$ cat src/rtl/serial_parity_pkg.sv
// serial_parity_pkg
//   Shared definitions for the odd-parity serial link (receiver now,
//   transmitter later): receiver state encoding, line-level constants and
//   the parity-sense definition.
package serial_parity_pkg;

  typedef enum logic [1:0] {
    IDLE,
    DATA,
    PARITY,
    STOP
  } rx_state_t;

  localparam logic START_BIT  = 1'b0;
  localparam logic STOP_BIT   = 1'b1;
  localparam logic IDLE_LEVEL = 1'b1;

  // Odd parity: the parity bit is the XNOR-reduction of the data bits.
  // Given the XOR-reduction accumulated so far, return the parity bit
  // that makes the total count of ones odd.
  function automatic logic odd_parity_bit(input logic xor_acc);
    return ~xor_acc;
  endfunction

endpackage

$ cat src/rtl/serial_parity_rx.sv
// serial_parity_rx
//   Receive end of the odd-parity serial link. Samples rx_bit on bit_en
//   strobes, reassembles a DATA_W-bit word (LSB first), checks parity and
//   the stop bit, and presents the word with a one-cycle valid pulse.
//
//   Optional feature: define SERIAL_PARITY_RX_ERRCNT_EN to add err_cnt, a
//   saturating count of frames with a parity and/or framing error.
//
// Ports
//   clk        system clock, rising edge
//   rst        synchronous active-high reset
//   bit_en     sample strobe for rx_bit
//   rx_bit     serial line (idle high)
//   data_out   last received word
//   data_valid one-cycle pulse on the stop-bit edge
//   parity_err parity result of last frame (held)
//   frame_err  stop bit of last frame was 0 (held)
//   err_cnt    [SERIAL_PARITY_RX_ERRCNT_EN only] saturating error-frame count
//   busy       frame reception in progress
module serial_parity_rx
  import serial_parity_pkg::*;
#(
  parameter int DATA_W = 8
) (
  input  logic              clk,
  input  logic              rst,
  input  logic              bit_en,
  input  logic              rx_bit,
  output logic [DATA_W-1:0] data_out,
  output logic              data_valid,
  output logic              parity_err,
  output logic              frame_err,
`ifdef SERIAL_PARITY_RX_ERRCNT_EN
  output logic [7:0]        err_cnt,
`endif
  output logic              busy
);

  localparam int CNT_W = $clog2(DATA_W);

  rx_state_t         state, state_nxt;
  logic [CNT_W-1:0]  cnt;
  logic [DATA_W-1:0] shreg;
  logic              xor_acc;
  logic              perr_pend;
  logic              last_bit;

  assign last_bit = (cnt == CNT_W'(DATA_W - 1));
  assign busy     = (state != IDLE);

  always_ff @(posedge clk) begin
    if (rst) state <= IDLE;
    else     state <= state_nxt;
  end

  always_comb begin
    state_nxt = state;
    if (bit_en) begin
      unique case (state)
        IDLE:    if (rx_bit == START_BIT) state_nxt = DATA;
        DATA:    if (last_bit) state_nxt = PARITY;
        PARITY:  state_nxt = STOP;
        STOP:    state_nxt = IDLE;
        default: state_nxt = IDLE;
      endcase
    end
  end

  // Parity verdict is held in perr_pend until the stop bit, so that all
  // three result outputs change together with the valid pulse.
  always_ff @(posedge clk) begin
    if (rst) begin
      cnt        <= '0;
      shreg      <= '0;
      xor_acc    <= 1'b0;
      perr_pend  <= 1'b0;
      data_out   <= '0;
      data_valid <= 1'b0;
      parity_err <= 1'b0;
      frame_err  <= 1'b0;
    end else begin
      data_valid <= 1'b0;
      if (bit_en) begin
        unique case (state)
          IDLE: begin
            if (rx_bit == START_BIT) begin
              cnt     <= '0;
              xor_acc <= 1'b0;
            end
          end
          DATA: begin
            shreg   <= {rx_bit, shreg[DATA_W-1:1]};
            xor_acc <= xor_acc ^ rx_bit;
            cnt     <= cnt + CNT_W'(1);
          end
          PARITY: begin
            perr_pend <= (rx_bit != odd_parity_bit(xor_acc));
          end
          STOP: begin
            data_out   <= shreg;
            parity_err <= perr_pend;
            frame_err  <= (rx_bit != STOP_BIT);
            data_valid <= 1'b1;
          end
          default: ;
        endcase
      end
    end
  end

`ifdef SERIAL_PARITY_RX_ERRCNT_EN
  logic frame_bad;
  assign frame_bad = perr_pend | (rx_bit != STOP_BIT);

  always_ff @(posedge clk) begin
    if (rst) begin
      err_cnt <= '0;
    end else if (bit_en && state == STOP && frame_bad && err_cnt != '1) begin
      err_cnt <= err_cnt + 8'd1;
    end
  end
`endif

endmodule

$ cat config.mk
export PLATFORM = sky130hd
export DESIGN_NAME = serial_parity_rx
export DESIGN_NICKNAME = d
export VERILOG_FILES = /design/src/rtl/serial_parity_pkg.sv /design/src/rtl/serial_parity_rx.sv
export SDC_FILE = /design/constraint.sdc
export NUM_CORES = 1
export LEC_CHECK = 0
export BUFFER_PORTS_ARGS = -buffer_cell sky130_fd_sc_hd__buf_2
export CAP_MARGIN = 20
export CORE_UTILIZATION = 38
export CTS_BUF_LIST = sky130_fd_sc_hd__clkbuf_16
export DETAILED_ROUTE_END_ITERATION = 10
export GPL_TIMING_DRIVEN = 0
export SLEW_MARGIN = 40
export SYNTH_ARGS = -nofsm -noshare
export SYNTH_HDL_FRONTEND = slang
export SYNTH_SLANG_ARGS = --single-unit
$ cat constraint.sdc
create_clock -name clk -period 1.6 [get_ports clk]
set_input_delay 0.24 -clock clk [delete_from_list [all_inputs] [get_ports clk]]
set_output_delay 0.24 -clock clk [all_outputs]
set_load 0.05 [all_outputs]
# [Yosys cells after proc, flatten, opt, wreduce, memory -nomap -nowiden]
# Index checks and enable logic that the tools add are counted.
[word_totals] regBits=26 inputBits=4 output_inout_bits=12 wordCells=38
[classes] add_sub_neg=1 n_eq_ne=7 muxes=8 n_bitwise=4 n_reduce_logical=9
[op_table] op="2-bit case mux with 4 select lines" n=1
[op_table] op="3-bit case mux with 2 select lines" n=1
[op_table] op="2-bit AND reduction" n=3
[op_table] op="3-bit AND reduction" n=2
[op_table] op="2-bit equality test, second input constant" n=2
[op_table] op="2-bit 2-to-1 mux" n=2
[op_table] op="2-bit != test, second input constant" n=2
[op_table] op="2-bit nonzero test" n=2
[op_table] op="3-bit by 1-bit adder with 3-bit output, second input constant" n=1
[op_table] op="3-bit equality test, second input constant" n=1
[op_table] op="3-bit 2-to-1 mux" n=1
[op_table] op="1-bit NOT" n=3
[op_table] op="2-bit by 1-bit equality test with 1-bit output, second input constant" n=1
[op_table] op="2-bit logical NOT" n=1
[op_table] op="1-bit 2-to-1 mux" n=2
[op_table] op="1-bit case mux with 2 select lines" n=1
[op_table] op="2-bit OR reduction" n=1
[op_table] op="1-bit != test" n=1
[op_table] op="1-bit XOR" n=1

# [Longest topological paths before layout]
# Gate-level depths: netlist of the first run.
[logic_depth] word_depth=3 ltp_mapped=6

# [Worst setup path before layout of the first run]
# OpenSTA, ideal clock, no wires.
[synth_path] path_kind="register to register" start="reg state[0]" end="reg state[0]" arrival_time_ns=1.395 slack_ns=0.135 stages_incl_launch_ff=6 path_buffers=0 period_less_slack_ns=1.465 path_cell_list="dfxtp_1 -> inv_1 -> ha_1 -> a21bo_4 -> or3_1 -> a21oi_1"
[synth_via] elab_chain_cells=3
[synth_lines] item="from (decl)" line_no="serial_parity_rx.sv:41" source="rx_state_t state, state_nxt;"
[synth_lines] item="from (signal assigned)" line_no="serial_parity_rx.sv:53" source="else state <= state_nxt;"
[synth_lines] item="2-bit by 1-bit equality test with 1-bit output or 2-bit logical NOT (tied branches)" line_no="serial_parity_rx.sv:59" source="unique case (state)"
[synth_lines] item="2-bit != test (no source line)"
[synth_lines] item="3-bit AND reduction (no source line)"
# Several ways; a longest one is shown, not always the timed one.
# A chain may end at the register's enable or synchronous reset.

# [Worst setup path in the final report of the first run]
# Same ends and word-level chain as after synthesis.

==> results of run 1 <==
## worst paths after layout
check                                start    endpoint  slack [ps]  depth (start not counted)
worst min register to register  parity_err  parity_err         450                          2
worst min-delay path                rx_bit   frame_err         280                          2
worst max-delay path              state[0]    state[0]         120                          5
worst max register to register    state[0]    state[0]         120                          5
## logic make-up after synthesis
kind of cell,Yosys count,synth area share (%)
compound gates,33,16.8
simple gates,54,22.0
xor+xnor,1,0.805
buf+inv,12,4.60
flops,26,47.8
fa+ha+maj,7,8.05
## metrics by stage
stage	setup WS [ps]	cell area (sq um)
after floorplan	135	1090
after global placement	39.5	1190
after detailed placement	10.8	1190
after CTS	30.4	1270
after global routing	36.9	1270
final	123	1270
## metal layers
| layer | GRT usage [%] | up-vias | share of wire (%) |
|---|---|---|---|
| met5 | 0 | - | 0 |
| met4 | 7.50 | 0 | 0.84 |
| met3 | 2.11 | 2 | 2.4 |
| met2 | 22.2 | 11 | 45 |
| met1 | 19.3 | 402 | 52 |
| li1 | - | 480 | - |
## layout make-up
type	count	area (sq um)
repair buffers	12	62.6
clock inverters	1	3.75
fillers	273	1460
well taps	31	38.8
flip-flops and latches	26	523
plain buffers	8	36.3
clock buffers	3	75.1
multi-input cells	95	520
inverters	3	11.3
## cell usage in the layout (no fill, tap or decap), types with 2 or more instances in the layout
cell / n
nand2_1: 31
a21oi_1: 24
dfxtp_1: 24
buf_2: 12
nand3_1: 11
ha_1: 6
clkbuf_1: 5
nor2_1: 4
inv_1: 3
o21ai_0: 3
nand3b_1: 3
clkbuf_16: 3
buf_4: 2
o21ai_1: 2
dfxtp_2: 2
## power by group
| group | leakage (nW) | internal, W | total, W | switching, W |
|---|---|---|---|---|
| logic | 0.236 | 0.0000437 | 0.000133 | 0.0000891 |
| clock network | 0.0385 | 0.000334 | 0.000551 | 0.000217 |
| registers | 0.210 | 0.000656 | 0.000662 | 0.00000637 |
## state kept, by name (all words and copies together), names as in the netlist, 2 cells and up
name / count
cnt: 3
state: 2
shreg: 8
data_out: 8
## timing repair
| action | 4_1_cts | 5_1_grt |
|---|---|---|
| gates resized for setup | 2 | 4 |
| gates cloned | 0 | 0 |
| endpoints found under the setup margin | 2 | 12 |
==> flow_summary_export.csv, run 1 <==
group,metric,value,unit
setup_path,max_stage_delay,370,ps
cells_and_area,fin_cells,179,
clock_network,htree_levels,1,
setup_path,startpoint_type,"flop",
yosys,synth_area_leaders,"dfxtp_1 48%, a21oi_1 11%, nand2_1 11%, ha_1 8.0%, nand3_1 5.1%",
placement,dp.cells,176,
setup_path,path_buf_inv,1,
timing,worst_pin_slew,462,ps
floorplanning,io_pins,16,
yosys,ys_ff_latch,26,
clock_network,cts_tree,"yes",
routing,drc_errors,0,
cells_and_area,syn_to_final_growth,16.8,%
yosys,yosysWarnings,0,
routing,vias_per_cell,5.00,
grt,grt-ovfl-total,0,
grt,grt_usage,14.3,%
timing,rsz0062_at_grt,"false",
routing,finalWirelength,2010,um
placement,dp_hpwl,1450,um
yosys,synthDistinctLibCells,23,
timing,timing.final.crit_share,92.3,%
run,maxCapViolations,0,
yosys,ys.flop_type,"dfxtp_1",
grt,antenna_found_initial,0,
cells_and_area,drive_above_1_share,14.9,%
grt,grt_pass1_wl,3480,um
power_and_ir_drop,p_leak,0.485,nW
clock_network,clk_latency,250,ps
timing,fin_crit,1480,ps
yosys,syn_area,1090,sq um
timing,drv_slew,0,
grt,grt_max_degree,15,
clock_network,cts_sinks,26,
yosys,syn_nets,144,
routing,vias,895,
clock_network,postCtsHoldBufs,0,
power_and_ir_drop,peakVddDrop,0.000619,V
floorplanning,start_util,39.8,%
yosys,syn_area_per_cell,8.18,sq um
clock_network,clockBufferDepth,2,
routing,avgRoutedWirePerCell,11.2,um
power_and_ir_drop,p_total,0.00135,W
setup_path,endpoint_kind,"flop",
floorplanning,num_rows,19,
cells_and_area,fin_nets,160,
timing,fmax,677,MHz
setup_path,critical_path_class,"reg2reg",
floorplanning,core,2730,sq um
yosys,synth.top_cell.area_share,47.8,%
worst_hold_path,hold_path_class,"in2reg",
setup_path,critPathSlowestCell,"or3_1",
floorplanning,fp.dieH,55.5,um
timing,hold_viol,0,
routing,drt-initial-drc-count,32,
timing,setup_viol,0,
routing,ant_nets,0,
clock_network,numCtsBuffers,3,
placement,placement.io_buffers,12,
setup_path,path_cells,"inv_1, ha_2, a21bo_4, or3_1, a21oi_1",
yosys,synth.most_common_cell,"nand2_1",
yosys,seq_area_frac_synth,47.8,%
setup_path,cp_max_fo,6,
yosys,synth_top_area_cell,"dfxtp_1",
setup_path,worstPathArrival,1660,ps
clock_network,root_buffer,"clkbuf_16",
power_and_ir_drop,p_per_area,1060,nW/um^2
yosys,syn_inst,133,
yosys,yosys-top-cells-count,"31 x nand2_1, 26 x dfxtp_1, 24 x a21oi_1",
routing,firstDrtPassIters,4,
timing,setup_tns,0,ps
status,status,"completed",
setup_path,critPathTopFamily,"compound AO/OA/AOI/OAI gates",
floorplanning,dieArea,3080,sq um
timing,slew_headroom,69.2,%
cells_and_area,final_util,46.5,%
clock_network,post_cts_buffers,0,
yosys,async_flop_share,0,%
timing,finalClockSkew,2.19,ps
floorplanning,die_w,55.5,um
grt,grt_pass1_vias,773,
placement,gp_congestion,0.718,
setup_path,required,1780,ps
yosys,synth-edff-count,0,
timing,hold_slack,277,ps
cells_and_area,diodes,0,
clock_network,clk_pin_slew_worst_paths,60,ps
(Power assumes the default switching activity.)
==> run 2, diff against run 1 <==
--- a/config.mk
+++ b/config.mk
@@ -5,12 +5,13 @@
 export SDC_FILE = /design/constraint.sdc
 export NUM_CORES = 1
 export LEC_CHECK = 0
-export BUFFER_PORTS_ARGS = -buffer_cell sky130_fd_sc_hd__buf_2
+export BUFFER_PORTS_ARGS = -buffer_cell sky130_fd_sc_hd__clkbuf_2
 export CAP_MARGIN = 20
 export CORE_UTILIZATION = 38
 export CTS_BUF_LIST = sky130_fd_sc_hd__clkbuf_16
 export DETAILED_ROUTE_END_ITERATION = 10
 export GPL_TIMING_DRIVEN = 0
+export MAX_ROUTING_LAYER = met4
 export SLEW_MARGIN = 40
 export SYNTH_ARGS = -nofsm -noshare
 export SYNTH_HDL_FRONTEND = slang
==> run 2 against run 1 <==
Net effect:
- wire length is 7.8% higher
- highest routed layer unchanged
- total power is 13% higher
- largest power group is now clock
- critical endpoint unchanged
- core utilization is 1.5 points higher
- via count is 0.78% higher
- clock power is 30% higher
- register-to-register slack hardly changed
==> flow_summary_export.csv, run 2 (synthesized netlist as in run 1, its figures left out) <==
group,metric,value,unit
status,status,"completed",
timing,slew_headroom,68.7,%
routing,drt-initial-drc-count,26,
floorplanning,fp.dieH,55.5,um
setup_path,critical_path_class,"reg2reg",
timing,rsz0062_at_grt,"false",
clock_network,post_cts_buffers,0,
clock_network,cts_sinks,26,
floorplanning,core,2730,sq um
power_and_ir_drop,p_total,0.00152,W
grt,grt_usage,15.5,%
timing,hold_viol,0,
timing,drv_slew,0,
routing,vias,902,
floorplanning,num_rows,19,
timing,timing.final.crit_share,92.5,%
grt,grt_max_degree,16,
clock_network,numCtsBuffers,3,
timing,setup_tns,0,ps
cells_and_area,syn_to_final_growth,20.6,%
cells_and_area,fin_cells,179,
grt,grt-ovfl-total,0,
setup_path,cp_max_fo,6,
placement,gp_congestion,0.723,
cells_and_area,top_regs,"data_out (8), shreg (8), cnt (3)",
routing,finalWirelength,2170,um
placement,placement.io_buffers,12,
grt,grt_pass1_vias,830,
cells_and_area,drive_above_1_share,16.9,%
setup_path,startpoint_type,"flop",
cells_and_area,diodes,0,
routing,avgRoutedWirePerCell,12.1,um
setup_path,worstPathArrival,1660,ps
placement,dp.cells,176,
routing,firstDrtPassIters,4,
timing,fmax,676,MHz
clock_network,cts_tree,"yes",
setup_path,required,1780,ps
setup_path,endpoint_kind,"flop",
placement,dp_hpwl,1510,um
floorplanning,dieArea,3080,sq um
cells_and_area,nFillCells,269,
placement,dp_slack,-19.2,ps
routing,ant_nets,0,
clock_network,root_buffer,"clkbuf_16",
timing,setup_slack,120,ps
cells_and_area,fin_nets,160,
clock_network,clk_pin_slew_worst_paths,60,ps
power_and_ir_drop,p_per_area,1160,nW/um^2
timing,setup_viol,0,
grt,antenna_found_initial,0,
timing,fin_crit,1480,ps
floorplanning,die_w,55.5,um
floorplanning,io_pins,16,
clock_network,clk_latency,260,ps
cells_and_area,final_cell_mix,"30 x nand2_1, 24 x a21oi_1, 24 x dfxtp_1",
power_and_ir_drop,p_leak,0.488,nW
routing,drc_errors,0,
power_and_ir_drop,peakVddDrop,0.000666,V
cells_and_area,multiInputGateArea,536,sq um
cells_and_area,final_common_cell,"nand2_1",
clock_network,htree_levels,1,
floorplanning,start_util,39.8,%
clock_network,clockBufferDepth,2,
routing,vias_per_cell,5.04,
timing,hold_slack,273,ps
grt,grt_pass1_wl,3660,um
timing,worst_pin_slew,469,ps
run,maxCapViolations,0,
worst_hold_path,hold_path_class,"in2reg",
cells_and_area,regArea,523,sq um
timing,finalClockSkew,7.25,ps
==> run 2: cell types whose count changed in the layout (fill, tap and decap cells not counted), sizes merged <==
cell,change
buf,-12
bufinv,+1
clkbuf,+12
clkinv,-1
==> run 2: path summary, 6_finish.rpt <==
check / endpoint / start / slack [ps] / cells past startpoint
worst max register to register: state[0] / state[0] / 120 / 5
worst min register to register: data_out[6] / data_out[6] / 450 / 2
worst min-delay path: frame_err / rx_bit / 270 / 2
worst max-delay path: state[0] / state[0] / 120 / 5
==> run 2: per-layer routing <==
metal / wire, um / vias to the layer above / share of wire (%) / GRT usage (%)
li1: - / 476 / - / -
met1: 1030 / 414 / 47 / 17.5
met2: 1080 / 10 / 50 / 27.0
met3: 41 / 2 / 1.9 / 2.81
met4: 19 / 0 / 0.88 / 6.43
met5: 0 / - / 0 / -
==> run 2: repair_timing <==
action,4_1_cts,5_1_grt
hold buffers,0,0
gates cloned,0,0
resized for setup,3,5
pin swaps,0,0
endpoints found under the setup margin,3,6
==> run 2: where the power goes <==
| group | internal, W | switching (W) |
|---|---|---|
| Clock | 0.000497 | 0.000218 |
| Combinational | 0.0000479 | 0.0000932 |
| Sequential | 0.000656 | 0.00000706 |
| Total | 0.00120 | 0.000319 |
==> run 2: worst max-delay path, cell delays in order, from the launching register on <==
cell and delay [ps]:
dfxtp_2 360, inv_1 100, ha_4 200, a21bo_4 230, or3_1 370, a21oi_1 150
==> run 2: metrics by stage <==
stage	util, %	area (sq um)
after floorplan	-	1090
after global placement	43.4	1190
after detailed placement	43.4	1190
after CTS	47.5	1300
after global routing	48.0	1310
final	48.0	1310
==> run 2: layout make-up <==
type	count	area share, %
Tap cell	31	2.96
Buffer	8	2.76
Clock inverter	1	2.29
Multi-Input combinational cell	95	40.8
Clock buffer	3	5.72
Inverter	3	0.858
Sequential cell	26	39.8
Timing Repair Buffer	12	4.77
